**config.mk**
```make
export PLATFORM = sky130hd
export DESIGN_NAME = renkon_serial_output
export DESIGN_NICKNAME = d
export VERILOG_FILES = /design/src/rtl/renkon_serial_output.sv
export SDC_FILE = /design/constraint.sdc
export NUM_CORES = 1
export LEC_CHECK = 0
export BUFFER_PORTS_ARGS = -buffer_cell sky130_fd_sc_hd__buf_4
export CORE_ASPECT_RATIO = 2
export CORE_MARGIN = 2
export CORE_UTILIZATION = 38
export DETAILED_ROUTE_END_ITERATION = 6
export PLACE_DENSITY = 0.67
export SYNTH_ARGS = -nofsm -noshare
export SYNTH_HDL_FRONTEND = slang
export SYNTH_SLANG_ARGS = --single-unit
```
**constraint.sdc**
```tcl
create_clock -name clk -period 6.8 [get_ports clk]
set_input_delay 1.36 -clock clk [delete_from_list [all_inputs] [get_ports clk]]
set_output_delay 1.36 -clock clk [all_outputs]
set_load 0.02 [all_outputs]
```
**src/rtl/renkon_serial_output.sv**
```systemverilog
// Output serializer for the renkon core array: snapshots per-core results and streams them over valid/ready.
// Optional output ReLU is enabled by defining RENKON_OUTPUT_RELU_EN.
module renkon_serial_output #(
  parameter int DWIDTH  = 16,
  parameter int CORE    = 8,
  parameter int CORELOG = $clog2(CORE)
) (
  input  logic                           clk,
  input  logic                           xrst,
  input  logic                           capture,
  input  logic [CORELOG:0]               count,
  input  logic [CORE-1:0][DWIDTH-1:0]    in_data,
  output logic                           out_valid,
  input  logic                           out_ready,
  output logic signed [DWIDTH-1:0]       out_data,
  output logic [CORELOG-1:0]             out_index,
  output logic                           busy,
  output logic                           done,
  output logic                           overrun
);

  typedef enum logic {IDLE, SEND} state_t;

  localparam logic [CORELOG:0] CORE_N = (CORELOG+1)'(CORE);

  state_t                   state;
  logic signed [DWIDTH-1:0] bank [CORE];
  logic [CORELOG-1:0]       idx;
  logic [CORELOG-1:0]       idx_next;
  logic [CORELOG:0]         len;
  logic [CORELOG:0]         len_new;
  logic                     handshake;
  logic                     last_hs;
  logic                     accept;

  // ReLU sits on the output path only; the bank always keeps the raw capture.
  function automatic logic signed [DWIDTH-1:0] relu(input logic signed [DWIDTH-1:0] v);
`ifdef RENKON_OUTPUT_RELU_EN
    return (v < 0) ? '0 : v;
`else
    return v;
`endif
  endfunction

  assign handshake = out_valid & out_ready;
  assign last_hs   = handshake && ({1'b0, idx} == len - 1'b1);
  assign accept    = capture && ((state == IDLE) || last_hs);
  assign len_new   = (count > CORE_N) ? CORE_N : count;
  assign idx_next  = idx + 1'b1;

  always_ff @(posedge clk or negedge xrst) begin
    if (!xrst) begin
      state     <= IDLE;
      for (int i = 0; i < CORE; i++) bank[i] <= '0;
      idx       <= '0;
      len       <= '0;
      out_valid <= 1'b0;
      out_data  <= '0;
      out_index <= '0;
      busy      <= 1'b0;
      done      <= 1'b0;
      overrun   <= 1'b0;
    end else begin
      done    <= 1'b0;
      overrun <= capture & ~accept;
      if (accept) begin
        for (int i = 0; i < CORE; i++) bank[i] <= in_data[i];
        len       <= len_new;
        idx       <= '0;
        out_index <= '0;
        // A capture on the final handshake closes the old batch and opens the new one with no bubble.
        if (len_new != '0) begin
          state     <= SEND;
          out_valid <= 1'b1;
          busy      <= 1'b1;
          out_data  <= relu(in_data[0]);
          done      <= last_hs;
        end else begin
          state     <= IDLE;
          out_valid <= 1'b0;
          busy      <= 1'b0;
          out_data  <= '0;
          done      <= 1'b1;
        end
      end else if (last_hs) begin
        state     <= IDLE;
        out_valid <= 1'b0;
        busy      <= 1'b0;
        out_data  <= '0;
        out_index <= '0;
        done      <= 1'b1;
      end else if (handshake) begin
        idx       <= idx_next;
        out_data  <= relu(bank[idx_next]);
        out_index <= idx_next;
      end
    end
  end

endmodule

```
# Yosys cells after proc, flatten, opt, wreduce, memory -nomap -nowiden
# Cells that the tools add are included.
# Widths: inputs -> output; s select.
# totals
word_cells	53
output_inout_bits	23
ff_bits	157
inputBits	136
# op_classes
reduce_logical	8
n_eq_ne	2
add_sub_neg	2
order_cmp	2
n_mux	19
bitwise_logic	5
# ops
operator	count
$mux 16	6
$bmux 16 s3	1
$mux 3	5
$mux 1	6
$eq 3x4->1	1
$ge 4x4->1 const B	1
$gt 4x4->1 const B	1
$mux 4	1
$not 3->4	1
$reduce_bool 2->1	2
$reduce_bool 4->1	1
$sub 4x1->4 const B	1
$add 3x1->3 const B	1
$reduce_bool 3->1	1
$and 1x1->1	2
$logic_and 1x1->1	2
$ne 2x1->1 const B	1
$not 1->1	2
$reduce_and 2->1	1
$logic_or 1x1->1	1

# Longest topological paths before layout
# Gate-level depths: netlist of the first run.
# logic_depth
depth_word	8
ltp_mapped	9

# Worst setup path after synthesis of the first run
# No wires, ideal clock.
# synth_path
path_kind	input port to flip-flop
startpoint	in out_ready
endpoint	reg bank[27] (netlist bit)
slack_ns	4.048
arrival_time_ns	2.625
n_path_buf	2
path_stages	6
cell_sequence	nand2_1 -> o31ai_1 -> o311ai_4 -> buf_4 -> buf_4 -> mux2_1
# synth_via
elab_chain_len	4
# synth_lines
item	line	text
start, declared	14	input logic out_ready,
$and 1x1->1	45	assign handshake = out_valid & out_ready;
$logic_and 1x1->1	46	assign last_hs = handshake && ({1'b0, idx} == len - 1'b1);
$logic_or 1x1->1	47	assign accept = capture && ((state == IDLE) || last_hs);
$logic_and 1x1->1	47	
end, declared	27	logic signed [DWIDTH-1:0] bank [CORE];
# Every way passes these cells.
# A chain may end at the register's enable or synchronous reset.

# Worst setup path after layout of the first run
# layout_path
startpoint	reg len[0]
endpoint	reg bank[94] (netlist bit)
# layout_via
elab_chain_len	5
# layout_lines
item	line	text
start, declared	30	logic [CORELOG:0] len;
start signal, assigned	68	len <= len_new;
$sub 4x1->4	46	
$eq 3x4->1	46	
$logic_and 1x1->1	46	
$logic_or 1x1->1	47	
$logic_and 1x1->1	47	
# Every way passes these cells.

==> results.txt, run 1 <==
Root Driver: clkbuf_16
Worst EP required: 7.11 ns
Layout Utilization: 0.490
Worst slew pin tran: 1.13 ns
Die X-Extent: 100 um
Cell area after synthesis: 0.00703 mm^2
Worst vdd ir: 0.276 mV
Relative slew slack: 0.245
Share of cells above drive strength 1: 0.454
Mapped Avg Cell Area: 14.6 um^2
Final hold vios: 0
Period utilization: 0.494
Number of global-route vias before repair: 5029
Setup CP Type: reg2reg
Final wirelength: 17300 um
First-pass GRT wire length: 27100 um
Initial antenna violation count: 1
Port bufs: 158
Pre-CTS setup slack: 3.40 ns
Post-synth EDFFs: 0
Synth cell types: 37
Total gr overflow: 0
Synth cell count leaders: dfrtp_1 (157), mux2_2 (62), mux2_1 (52)
Routability Congestion: 0.793
Predominant post-synthesis flop cell: dfrtp_1
ANT nets after route: 0
Skew final: 0.00846 ns
Worst setup SP type: flip-flop
Final nets: 770
RSZ-0062 raised after global routing: false
Vias: 4595
Top-count cell post-synth: dfrtp_1
Post-synth top area cell: dfrtp_1
Syn Nets: 621
CTS Buffer Depth: 2
Clk slew on worst S/H paths: 0.07 ns
HPWL after detailed placement: 12100 um
Setup repair bufs after CTS: 0
First DRT Iteration DRCs: 125
Final min period: 3.36 ns
Fmax: 297 MHz
Yosys reg bits: 157
Slew Viols, Final: 0
Run status: completed
Pwr Density: 446 mW/mm^2
Worst setup EP type: flip-flop
Crit Path Max Fanout: 127
Hold Crit Class: reg2reg
Clock net sink count: 157
Final Cell Area: 0.00893 mm^2
Hold_buf cts: 0
Die H: 196 um
Clk_lat worst skew: 0.43 ns
CTS tree: built
Total track usage: 0.184
Final setup TNS: 0 ns
Setup violators final: 0
Register area share after synthesis: 0.559
Share of the synthesized area in the top cell type: 0.559
Inserted Clock Buffers: 17
Die ar.: 0.0197 mm^2
Synth top area cells: dfrtp_1 (56%), mux4_2 (10%), mux2_2 (9.9%)
Async SR Flop Fraction: 1.00
Setup WS post-layout: 3.44 ns
Post-DR wirelength/cell: 20.1 um
Core area: 0.0182 mm^2
Dpl cell area: 0.00838 mm^2
Largest net degree at the start of global routing: 128
Pre-Repair DR Iteration Count: 5
# H-tree levels: 4
Via-to-Cell Ratio: 5.33
I/O pin cnt: 159
Post-Syn Instances: 483
CP arrival: 3.67 ns
Post-route DRC violation count: 0
Initial Util: 0.386
Leakage power: 4.33 nW
Synthesis-to-layout area growth: 27.0%
MaxCap Viol Count: 0
Number of fillers in the final layout: 1622
Row count: 70
YS warnings: 0
CTS resizes: 0
==> report_power, final <==
| group | leakage, nW | internal (W) | total, W | switching [W] |
|---|---|---|---|---|
| clock | 0.272 | 0.000479 | 0.000905 | 0.000426 |
| combinational | 2.05 | 0.000836 | 0.00156 | 0.000725 |
| sequential | 2.01 | 0.00131 | 0.00151 | 0.000205 |
==> cell usage in the layout, fill, tap and decap left out, types with 2 or more instances in the layout <==
cell type,n
buf_4,159
dfrtp_1,156
mux2_2,62
mux2_1,52
nand2_1,40
mux4_2,32
o21ai_0,21
inv_1,20
clkbuf_16,17
mux2i_1,16
o221ai_1,16
inv_6,8
nand2b_1,5
nand3_1,3
clkinv_4,3
nor2_1,2
xnor2_1,2
o21ai_1,2
a22o_1,2
a21o_1,2
clkinv_2,2
==> flip-flops by register name, summed over array words and instances (netlist names) <==
name	cells
out_index	3
state	1
done	1
idx	3
overrun	1
out_data	16
len	4
bank	128
==> cells by family after synthesis <==
logic type	synth area share
fa+ha+maj	0.00356
compound gates	0.0536
simple gates	0.0361
mux	0.308
xor+xnor	0.00605
buf+inv	0.0338
flops	0.559
==> layout make-up <==
cell class	count	area (um^2)	area share
diodes	1	2.50	0.000280
flip-flops and latches	157	3930	0.440
inverters	20	75.1	0.00841
clock inverters	15	125	0.0140
well taps	216	270	0.0303
repair buffers	161	1220	0.137
clock buffers	17	425	0.0476
multi-input cells	275	2880	0.322
==> critical path, cell delays in order, from the launching register on <==
cell      delay (ns)
dfrtp_1         0.41
inv_1           0.10
ha_1            0.21
xor2_1          0.19
and3b_1         0.27
o311ai_4        0.99
buf_12          0.55
mux2_2          0.41
==> final timing paths <==
| path | cells after the start | slack, ns | endpoint | from |
|---|---|---|---|---|
| setup / recovery | 7 | 3.44 | bank[94] | len[0] |
| hold / removal | 2 | 0.48 | bank[117] | bank[117] |
| setup reg to reg | 7 | 3.44 | bank[94] | len[0] |
| hold reg to reg | 2 | 0.48 | bank[117] | bank[117] |
| max in group asynchronous | 2 | 4.38 | idx[0] | xrst |
| min in group asynchronous | 1 | 1.03 | bank[41] | xrst |
==> per-layer routing <==
metal	part of all wire	global-route usage	wire, um
met1	0.36	0.208	6310
met2	0.56	0.325	9690
met3	0.041	0.0362	704
met4	0.036	0.0908	618
met5	0	0	0
==> through the flow <==
| step | power [W] | instances | hold slack, ns |
|---|---|---|---|
| floorplan | 0.00262 | 483 | 0.445 |
| global placement | 0.00303 | 829 | 0.462 |
| detailed placement | 0.00312 | 829 | 0.475 |
| CTS | 0.00404 | 861 | 0.491 |
| global route | 0.00422 | 862 | 0.507 |
| finish | 0.00398 | 862 | 0.485 |
(Power assumes the default switching activity.)
==> run 2: changes to the inputs <==
- clock period: 6.8 -> 3.1 ns (I/O delays scaled with it)
==> run 2 against run 1 <==
Total power rose by 120%. Non-clock buffer count rose by 11. Critical path type unchanged. Cell area rose by 1.4%. Register-to-register slack got worse by 2.9 ns. Utilization rose by 0.67 points. Fmax rose by 30%.
==> results.txt, run 2 (same netlist as run 1, synthesis figures left out) <==
Run status: completed
Largest regs: bank (128), out_data (16), len (4)
Final min period: 2.58 ns (-0.779 ns)
Worst EP required: 3.41 ns (-3.70 ns)
CP arrival: 2.89 ns (-0.78 ns)
P_sw: 0.00298 W (+120%)
Final setup TNS: 0 ns (unchanged)
Fmax: 387 MHz (+30%)
Port bufs: 158 (unchanged)
Final hold vios: 0 (unchanged)
Inserted Clock Buffers: 17 (unchanged)
Beginning of the worst register-to-register path: len[0]
Setup repair bufs after CTS: 0 (unchanged)
Leakage power: 4.39 nW (+1.4%)
Power share of the sequential group: 0.382 (about the same)
Largest net degree at the start of global routing: 79 (-38%)
Clock share of power: 0.224 (-0.003)
RSZ-0062 raised after global routing: false
First DRT Iteration DRCs: 163 (+30%)
Crit Path Max Fanout: 32 (-75%)
Die X-Extent: 100 um (unchanged)
Final wirelength: 17400 um (+0.55%)
Worst vdd ir: 0.587 mV (+110%)
Relative slew slack: 0.484 (+0.239)
Post-DR wirelength/cell: 19.9 um (-0.71%)
Comb pwr share: 0.394 (+0.002)
Max FFs per register: 128 (unchanged)
Worst setup SP type: flip-flop
Setup CP Type: reg2reg
Area of the multi-input gates: 0.00288 mm^2 (unchanged)
CTS resizes: 0 (unchanged)
FF/Latch Area: 0.00393 mm^2 (unchanged)
Row count: 70 (unchanged)
Final Cell Area: 0.00905 mm^2 (+1.4%)
Clk slew on worst S/H paths: 0.07 ns (about the same)
CTS tree: built
I/O pin cnt: 159 (unchanged)
Via-to-Cell Ratio: 5.22 (-2.1%)
Initial Util: 0.386 (unchanged)
Root Driver: clkbuf_16
Initial antenna violation count: 1 (unchanged)
Post-route DRC violation count: 0 (unchanged)
Die ar.: 0.0197 mm^2 (unchanged)
# H-tree levels: 4 (unchanged)
Reg2reg end: bank[5]
CTS Buffer Depth: 2 (unchanged)
Switch share: 0.339 (-0.00199)
R2R Setup Slk: 0.52 ns (-2.92 ns)
Period utilization: 0.833 (+0.339)
Most common cell after layout, fill and taps aside: buf_4
HPWL after detailed placement: 13100 um (+7.7%)
ANT nets after route: 0 (unchanged)
Final nets: 781 (+1.4%)
Slew Viols, Final: 0 (unchanged)
Clk_lat worst skew: 0.43 ns (about the same)
Pwr Density: 973 mW/mm^2 (+120%)
Hold_buf cts: 0 (unchanged)
Worst setup EP type: flip-flop
Worst slew pin tran: 0.774 ns (-0.356 ns)
Commonest non-fill, non-tap cells in the layout: buf_4 (167), dfrtp_1 (156), mux2_2 (62)
Clock net sink count: 157 (unchanged)
Synthesis-to-layout area growth: 28.8%
Share of cells above drive strength 1: 0.463 (+0.00915)
Core area: 0.0182 mm^2 (unchanged)
Total gr overflow: 0 (unchanged)
First-pass GRT wire length: 27200 um (+0.31%)
MaxCap Viol Count: 0 (unchanged)
Cell Int Power: 0.00582 W (+120%)
Dpl cell area: 0.00850 mm^2 (+1.4%)
R2R depth: 7 (unchanged)
Vias: 4556 (-0.85%)
Number of global-route vias before repair: 5104 (+1.5%)
Largest Register: bank
Die H: 196 um (unchanged)
Total track usage: 0.184 (+0.000717)
Number of fillers in the final layout: 1605 (-1.0%)
Pre-Repair DR Iteration Count: 6 (+1)
Hold Crit Class: in2async
Setup violators final: 0 (unchanged)
Skew final: 0.00703 ns (-0.00143 ns)
Routability Congestion: 0.796 (+0.33%)
[run 2: cell types whose count changed in the layout (fill, tap and decap cells not counted)]
cell and change:
buf_12 +3, buf_4 +8, clkinv_4 -1, clkinvlp_4 +1
inv_6 -1, inv_8 +1
[run 2: layout make-up]
class | count | share of cell area
Sequential cell | 157 | 0.434
Clock buffer | 17 | 0.0470
Timing Repair Buffer | 172 | 0.149
Tap cell | 216 | 0.0299
Antenna cell | 1 | 0.000276
Multi-Input combinational cell | 275 | 0.318
Clock inverter | 15 | 0.0140
Inverter | 20 | 0.00829
[run 2: stage by stage]
stage	power [W]	setup slack (ns)	utilization	std cells	hold slack, ns
after floorplan	0.00575	0.869	-	483	0.324
after detailed placement	0.00693	0.541	0.466	840	0.470
after global routing	0.00934	0.400	0.497	873	0.259
after global placement	0.00674	0.654	0.466	840	0.457
final	0.00880	0.517	0.497	873	0.195
after CTS	0.00893	0.538	0.497	872	0.251
[run 2: worst max-delay path by stage]
stage,startpoint,endpoint,slack (ns)
CTS,len[0],bank[11],0.54
finish,len[0],bank[5],0.52
global placement,len[0],bank[11],0.65
global route,len[0],bank[11],0.40
detailed placement,len[0],bank[11],0.54
floorplan,len[0],bank[27],0.87
[run 2: power groups by stage]
| stage | Combinational (W) | Clock [W] | Sequential, W |
|---|---|---|---|
| final | 0.00347 | 0.00197 | 0.00336 |
| after detailed placement | 0.00352 | 0 | 0.00341 |
| after floorplan | 0.00243 | 0 | 0.00331 |
| after global placement | 0.00341 | 0 | 0.00334 |
| after global routing | 0.00377 | 0.00211 | 0.00346 |
| after CTS | 0.00353 | 0.00203 | 0.00337 |
[run 2: routing by layer]
metal	GRT usage	wire length (um)
met5	0	0
met4	0.0731	336
met3	0.0365	604
met2	0.341	10100
met1	0.203	6380
[run 2: worst max-delay path: stages (launching register included)]
cell	delay, ns
dfrtp_1	0.40
inv_1	0.09
ha_1	0.21
xor2_1	0.19
and3b_1	0.26
o311ai_4	0.46
buf_4	0.45
mux2_2	0.39
==> run 3: changes to the inputs <==
- PLACE_DENSITY: 0.67 -> 0.69
- clock period: 3.1 -> 2.25 ns (I/O delays scaled with it)
==> run 3 against run 2 <==
The run now ends with setup timing left. Die area unchanged. Global-route usage rose by 2.4 points. Fmax grew 9.8%. Register-to-register slack lost 0.62 ns. Utilization grew 6.4 points. Critical path depth grew 2. Wire length grew 17%. Sequential power up 38%. Clock power increased by 56%. Critical endpoint is now bank[6].
==> results.txt, run 3 (same netlist as run 1, synthesis figures left out) <==
First DRT Iteration DRCs: 200 (+23%)
Share of cells above drive strength 1: 0.579 (+0.115)
RSZ-0062 raised after global routing: true
Reg2reg end: bank[6]
Post-route DRC violation count: 0 (unchanged)
Leakage power: 5.15 nW (+17%)
Failing checks: setup timing
CP max stage cell: or4b_4
Worst Setup EP: bank[6]
Initial antenna violation count: 2 (+1)
Clock net sink count: 157 (unchanged)
Relative slew slack: 0.656 (+0.172)
First-pass GRT wire length: 30700 um (+13%)
Final hold vios: 0 (unchanged)
Pre-CTS setup slack: -0.162 ns (-0.703 ns)
Crit-path most repeated cell: buf_12
Die ar.: 0.0197 mm^2 (unchanged)
CTS tree: built
Period utilization: 1.05 (+0.213)
Setup WS post-layout: -0.103 ns (-0.620 ns)
HPWL after detailed placement: 13800 um (+6.1%)
DP Cell Count: 859 (+2.3%)
Number of fillers in the final layout: 1473 (-8.2%)
Worst vdd ir: 0.797 mV (+36%)
Root Driver: clkbuf_16
Final std cells w/o fill: 916 (+4.9%)
Skew final: 0.00886 ns (+0.00183 ns)
R2R Setup Slk: -0.10 ns (-0.62 ns)
Layout Utilization: 0.561 (+0.0639)
Post-DR wirelength/cell: 22.3 um (+12%)
Commonest non-fill, non-tap cells in the layout: buf_4 (177), dfrtp_1 (156), mux2_4 (80)
Die H: 196 um (unchanged)
Slew Viols, Final: 0 (unchanged)
Worst slew pin tran: 0.516 ns (-0.258 ns)
Die X-Extent: 100 um (unchanged)
Routability Congestion: 0.818 (+2.8%)
Clk slew on worst S/H paths: 0.06 ns (about the same)
Most common cell after layout, fill and taps aside: buf_4
Hold Crit Class: in2reg
CTS Buffer Depth: 2 (unchanged)
Worst setup EP type: flip-flop
Port bufs: 158 (unchanged)
CP Cell Sequence: buf_6 > or4b_4 > o21ai_4 > o311ai_4 > buf_12 > buf_16 > buf_12 > buf_12 > mux2_4
Worst hold slack: 0.242 ns (+0.0471 ns)
Largest Register: bank
Initial Util: 0.386 (unchanged)
Final min period: 2.35 ns (-0.230 ns)
Pre-Repair DR Iteration Count: 4 (-2)
Final setup TNS: -5.18 ns (-5.18 ns)
Largest net degree at the start of global routing: 52 (-34%)
Run status: finished with violations
Worst setup SP type: flip-flop
Total gr overflow: 0 (unchanged)
Setup crit start: len[0]
Pwr Density: 1360 mW/mm^2 (+40%)
Crit Path Max Fanout: 7 (-78%)
Core area: 0.0182 mm^2 (unchanged)
CP arrival: 2.66 ns (-0.23 ns)
Beginning of the worst register-to-register path: len[0]
ANT nets after route: 0 (unchanged)
Number of global-route vias before repair: 5594 (+9.6%)
Total track usage: 0.209 (+0.0243)
Area of the multi-input gates: 0.00326 mm^2 (+13%)
Setup CP Type: reg2reg
Largest regs: bank (128), out_data (16), len (4)
MaxCap Viol Count: 0 (unchanged)
Final nets: 824 (+5.5%)
FF/Latch Area: 0.00393 mm^2 (unchanged)
Vias: 4899 (+7.5%)
Row count: 70 (unchanged)
R2R depth: 9 (+2)
I/O pin cnt: 159 (unchanged)
Clk_lat worst skew: 0.43 ns (about the same)
Via-to-Cell Ratio: 5.35 (+2.5%)
Setup violators final: 76 (+76)
# H-tree levels: 4 (unchanged)
Max FFs per register: 128 (unchanged)
Worst EP required: 2.56 ns (-0.85 ns)
Inserted Clock Buffers: 17 (unchanged)
Synthesis-to-layout area growth: 45.3%
Fmax: 425 MHz (+9.8%)
Max stage delay on crit path: 0.53 ns (+0.07 ns)
Final wirelength: 20400 um (+17%)
## run 3: changes by cell type in the layout (fill, tap and decap cells not counted), sizes merged
cell         before  now
dlygate4sd3       0    1
diode             1    2
clkbuf           17   22
clkinv            4    3
buf             172  211
inv              29   23
bufinv            0    4
## run 3: how the worst min path moves through the flow
stage | startpoint | endpoint | cells after the start
after floorplan | xrst | bank[0] | 0
after global placement | xrst | bank[22] | 1
after detailed placement | xrst | bank[22] | 1
after CTS | in_data[67] | bank[51] | 2
after global routing | in_data[53] | bank[69] | 2
final | in_data[53] | bank[69] | 2
## run 3: per-layer routing
metal	vias to the layer above	routed length (um)	global-route usage
met3	41	670	0.0369
met2	146	11800	0.388
met1	2541	7250	0.217
met4	0	695	0.111
met5	-	0	0
li1	2171	-	-
## run 3: power by group
group	switching, W	total [W]	leakage, nW	internal, W
registers	0.000692	0.00465	2.01	0.00396
logic	0.00261	0.00622	2.85	0.00361
clock network	0.00120	0.00307	0.295	0.00187
total	0.00450	0.0139	5.15	0.00944
## run 3: worst max-delay path: cells and delay by family, from the launching register on
family | cells | cell delay [ns]
mux | 1 | 0.30
flops | 1 | 0.40
compound gates | 2 | 0.30
simple gates | 1 | 0.53
buf+inv | 5 | 0.70
## run 3: what timing repair did
item	in CTS	in global routing
hold endpoints to repair	48	0
pin swaps	6	4
setup buffers	9	11
hold buffers	1	0
gates cloned	7	3
resized for setup	73	61
endpoints found under the setup margin	114	135
## run 3: cell type report
class,count,share of cell area
inverter,20,0.00735
timing repair buffer,215,0.201
multi-input combinational,275,0.319
tap,216,0.0265
clock inverter,12,0.0184
sequential,157,0.385
clock buffer,19,0.0424
antenna,2,0.000490
## run 3: metrics by stage
step / cell area (um^2) / power [W]
2_1_floorplan: 7030 / 0.00792
3_3_place_gp: 8740 / 0.00954
3_5_place_dp: 8740 / 0.00979
4_1_cts: 9950 / 0.0136
5_1_grt: 10200 / 0.0146
6_report: 10200 / 0.0139
